==> src/rtl/engine_rr_arbiter_pkg.sv <==
// Shared definitions for the engine round-robin arbiter: FSM state encoding
// and the default watchdog limit.
package arb_defs;

    typedef enum logic [2:0] {
        IDLE  = 3'd0,
        START = 3'd1,
        WAIT  = 3'd2,
        ACK   = 3'd3,
        ERR   = 3'd4
    } arb_state_t;

    localparam int DEF_TIMEOUT = 255;

endpackage

==> src/rtl/engine_rr_arbiter_rr_pick.sv <==
// Combinational round-robin picker: first set request bit found scanning
// upward from ptr, wrapping at NREQ-1.
module rr_pick #(
    parameter int NREQ = 4,
    parameter int PW   = (NREQ > 1) ? $clog2(NREQ) : 1
) (
    input  logic [NREQ-1:0] req,
    input  logic [PW-1:0]   ptr,
    output logic [PW-1:0]   idx,
    output logic            valid
);

    always_comb begin
        int unsigned j;
        logic [PW-1:0] jw;
        j     = 0;
        jw    = '0;
        idx   = '0;
        valid = 1'b0;
        for (int unsigned i = 0; i < NREQ; i++) begin
            j = int'(ptr) + i;
            if (j >= NREQ) begin
                j = j - NREQ;
            end
            jw = PW'(j);
            if (!valid && req[jw]) begin
                valid = 1'b1;
                idx   = jw;
            end
        end
    end

endmodule

==> src/rtl/engine_rr_arbiter.sv <==
// Round-robin arbiter sharing one compute engine among NREQ requesters,
// with a watchdog that aborts an engine job that never completes.
module engine_rr_arbiter
    import arb_defs::*;
#(
    parameter int NREQ    = 4,
    parameter int TIMEOUT = DEF_TIMEOUT
) (
    input  logic            clk,
    input  logic            rst_n,
    input  logic [NREQ-1:0] req,
    input  logic            eng_done,
    output logic            eng_start,
    output logic [NREQ-1:0] grant,
    output logic [NREQ-1:0] ack,
    output logic            timeout_err,
    output logic            busy
);

    localparam int PW = (NREQ > 1) ? $clog2(NREQ) : 1;
    localparam int TW = $clog2(TIMEOUT + 1);

    arb_state_t    state;
    logic [PW-1:0] ptr;
    logic [PW-1:0] owner;
    logic [PW-1:0] pick_idx;
    logic          pick_valid;
    logic [TW-1:0] wdog;

    rr_pick #(
        .NREQ (NREQ),
        .PW   (PW)
    ) u_pick (
        .req   (req),
        .ptr   (ptr),
        .idx   (pick_idx),
        .valid (pick_valid)
    );

    // Outputs are registered alongside the state so each one already
    // carries the value decoded from the state being entered.
    always_ff @(posedge clk or negedge rst_n) begin
        if (!rst_n) begin
            state       <= IDLE;
            ptr         <= '0;
            owner       <= '0;
            wdog        <= '0;
            eng_start   <= 1'b0;
            grant       <= '0;
            ack         <= '0;
            timeout_err <= 1'b0;
            busy        <= 1'b0;
        end else begin
            eng_start   <= 1'b0;
            ack         <= '0;
            timeout_err <= 1'b0;
            case (state)
                IDLE: begin
                    if (pick_valid) begin
                        owner     <= pick_idx;
                        grant     <= NREQ'(1) << pick_idx;
                        eng_start <= 1'b1;
                        busy      <= 1'b1;
                        state     <= START;
                    end
                end
                START: begin
                    wdog  <= '0;
                    state <= WAIT;
                end
                WAIT: begin
                    // Completion takes precedence over an expiring watchdog.
                    if (eng_done) begin
                        ack   <= NREQ'(1) << owner;
                        state <= ACK;
                    end else if (wdog == TW'(TIMEOUT)) begin
                        timeout_err <= 1'b1;
                        state       <= ERR;
                    end else begin
                        wdog <= wdog + TW'(1);
                    end
                end
                ACK, ERR: begin
                    ptr   <= (owner == PW'(NREQ - 1)) ? '0 : owner + PW'(1);
                    grant <= '0;
                    busy  <= 1'b0;
                    state <= IDLE;
                end
                default: begin
                    grant <= '0;
                    busy  <= 1'b0;
                    state <= IDLE;
                end
            endcase
        end
    end

endmodule
==> config.mk <==
export PLATFORM = sky130hd
export DESIGN_NAME = engine_rr_arbiter
export DESIGN_NICKNAME = d
export VERILOG_FILES = /design/src/rtl/engine_rr_arbiter_pkg.sv /design/src/rtl/engine_rr_arbiter_rr_pick.sv /design/src/rtl/engine_rr_arbiter.sv
export SDC_FILE = /design/constraint.sdc
export NUM_CORES = 1
export LEC_CHECK = 0
export ABC_AREA = 1
export BUFFER_PORTS_ARGS = -buffer_cell sky130_fd_sc_hd__buf_4
export CORE_MARGIN = 3
export CORE_UTILIZATION = 50
export CTS_CLUSTER_SIZE = 8
export DETAILED_ROUTE_END_ITERATION = 16
export GPL_ROUTABILITY_DRIVEN = 0
export PLACE_DENSITY = 0.7
export REMOVE_ABC_BUFFERS = 1
export SYNTH_ARGS = -nofsm -noshare
export SYNTH_HDL_FRONTEND = slang
export SYNTH_HIERARCHICAL = 1
export SYNTH_SLANG_ARGS = --single-unit
==> constraint.sdc <==
create_clock -name clk -period 4.5 [get_ports clk]
set_clock_uncertainty 0.2 [all_clocks]
set_input_delay 0.45 -clock clk [delete_from_list [all_inputs] [get_ports clk]]
set_output_delay 0.45 -clock clk [all_outputs]
set_load 0.01 [all_outputs]
==> flow_summary.json <==
{
  "power_frac_seq_pct": 32.3,
  "placement.io_buffers": 17,
  "tightestPinTransition_ps": 458,
  "h-tree-depth": 1,
  "initial_core_util_pct": 55.0,
  "antenna_cells": 0,
  "hold_path_class": "input port to flip-flop",
  "cp.required_ps": 4550,
  "hold_buffers": 1,
  "fin_setup_tns_ps": 0,
  "power.share.clock_pct": 13.8,
  "drive_gt1_share_pct": 25.6,
  "final_area_um2": 1820,
  "synth-adder-area-share_pct": 3.92,
  "grt_max_degree": 27,
  "route.vias.total": 1348,
  "status": "completed",
  "worstSetupPathType": "flip-flop to flip-flop",
  "max-vdd-ir-drop_mv": 0.364,
  "multi_input_area_um2": 837,
  "wl_um": 3120,
  "cts_buffers": 3,
  "cap_viol_max_count": 0,
  "path_clk_slew_ps": 140,
  "vias_per_cell": 5.09,
  "synth_cell_types": 22,
  "syn_inst": 203,
  "synth_warnings": 6,
  "dp_hpwl_um": 2330,
  "synthMuxAreaShare_pct": 0,
  "fp.dieH_um": 62.5,
  "yosys-top-cells-count": "nand2_1, dfrtp_1, nand3_1",
  "post_cts_buffers": 0,
  "utilization_pct": 62.6,
  "numClockSinks": 26,
  "route.met2.wl_um": 1390,
  "grt_pass1_wl_um": 5440,
  "yosys.area.top_type_share_pct": 40.8,
  "synthTopCellsByArea": "dfrtp_1, nand2_1, nand3_1",
  "dieArea_um2": 3910,
  "met1_length_um": 1550,
  "wl_met3_um": 160,
  "async_reset_ff_share_pct": 100,
  "leakagePower_nw": 0.924,
  "cts_tree": "done",
  "synth.most_common_cell": "nand2_1",
  "fmax_ghz": 0.460,
  "synth-compound-area-share_pct": 6.11,
  "cts_root_buf": "clkbuf_4",
  "highest_layer": "met4",
  "dr.pass1.iters": 4,
  "crit_arrival_ps": 2230,
  "grt_use_total_pct": 16.8,
  "avgSynthCellArea_um2": 7.86,
  "min_period_ps": 2180,
  "period_share_pct": 48.3,
  "synth_top_family_by_area": "simple AND/OR/NAND/NOR gates",
  "endpoint_kind": "flip-flop",
  "yosys.area.top_type": "dfrtp_1",
  "insertion_delay_ps": 310,
  "cp-start-kind": "flip-flop",
  "die_w_um": 62.5,
  "yosysSeqAreaShare_pct": 40.8,
  "max_slew_margin_pct": 69.5,
  "num-fill-cells": 259,
  "core_area_um2": 2900,
  "synth_edf_count": 0,
  "boundaryPins": 18,
  "drt_iter0_drc": 52,
  "cp_max_fo": 12,
  "grt_overflow": 0,
  "drcViolationCount": 0,
  "cts_resized": 0,
  "antenna_found_initial": 0,
  "final_antenna_net_count": 0,
  "intPower_uw": 610,
  "setup_violations": 0,
  "dpl_cell_area_um2": 1750,
  "hold_viol_final": 0,
  "grt_pass1_vias": 1267,
  "swShare_pct": 46.8,
  "netlist_area_um2": 1600,
  "power.density_nw_per_um2": 631,
  "final-seq-area_um2": 651,
  "nets": 236,
  "ys.flop_type": "dfrtp_1",
  "pwr-share-comb_pct": 53.9,
  "yosys.area_share.simple_pct": 41.3,
  "ys_seq_elements": 26,
  "cts_buffer_depth": 2,
  "wl_per_cell_um": 11.8,
  "area_delta_synth_final_pct": 13.8,
  "synth_xor_area_share_pct": 1.10,
  "slew_viol_final": 0,
  "rsz0062_at_grt": "false",
  "switchingPower_uw": 537,
  "rows": 19
}
state kept, by name (all words and copies together), names as in the netlist:
register     flops
ack              4
busy             1
eng_start        1
grant            4
owner            2
ptr              2
state            3
timeout_err      1
wdog             8
power by group through the flow:
stage	Clock (mW)	Sequential, mW	Combinational [mW]
after floorplan	0	0.374	0.456
after global placement	0	0.370	0.602
after detailed placement	0	0.372	0.612
after CTS	0.162	0.371	0.618
after global routing	0.177	0.381	0.697
final	0.158	0.371	0.618
logic make-up (layout without fill, tap and decap cells):
kind of cell,count (synthesis),in the layout
buffers and inverters,25,45
adder cells (fa/ha/maj),5,5
flip-flops,26,26
AO/OA/AOI/OAI,19,19
AND/OR/NAND/NOR,126,126
XOR/XNOR,2,2
per-stage QoR:
step	hold WS (ps)	setup slack, ps	power (mW)	cells
6_report	157	2320	1.15	265
5_1_grt	134	2070	1.25	265
4_1_cts	153	2310	1.15	265
3_5_place_dp	173	2370	0.984	260
3_3_place_gp	173	2420	0.972	260
2_1_floorplan	-45.6	2630	0.829	201
cell type report:
| class | instances | share of cell area, % |
|---|---|---|
| timing repair buffer | 18 | 7.58 |
| clock buffer | 3 | 1.24 |
| tap | 42 | 2.89 |
| multi-input combinational | 152 | 46.1 |
| sequential | 26 | 35.8 |
| inverter | 23 | 4.75 |
| clock inverter | 1 | 1.65 |
cell usage in the layout, fill, tap and decap left out, types with 2 or more instances in the layout:
master / instances
a21oi_1: 7
buf_4: 17
clkbuf_4: 3
dfrtp_1: 26
ha_1: 5
inv_1: 18
inv_2: 5
nand2_1: 51
nand2_2: 12
nand2_4: 5
nand3_1: 21
nand3_2: 4
nand4_1: 4
nor2_1: 15
nor2_2: 4
nor2_4: 5
nor3_1: 3
o21ai_0: 6
o21ai_1: 5
xor2_1: 2
critical path, stage by stage (launching register included):
cell,delay (ps)
dfrtp_1,650
inv_2,170
nand2_4,110
nand2_4,60
o21ai_1,200
nand3b_1,200
inv_1,100
nor2_4,170
nand2_1,110
o21ai_1,130
worst paths after layout:
kind                          start  endpoint  slack [ps]  cells after the start
max                          ptr[0]  grant[3]        2320                      9
min                        eng_done  state[2]         160                      2
max reg2reg                  ptr[0]  grant[3]        2320                      9
min reg2reg                    busy      busy         350                      2
max in group asynchronous     rst_n   wdog[7]        3500                      2
min in group asynchronous     rst_n    ptr[1]         350                      2
metal layers:
metal  global-route usage, %  up-vias
met5                       0        -
met4                    3.86        0
met3                    3.06        2
met2                    26.8       36
met1                    23.6      616
li1                        -      694
Power figures use the tool's default switching activity.
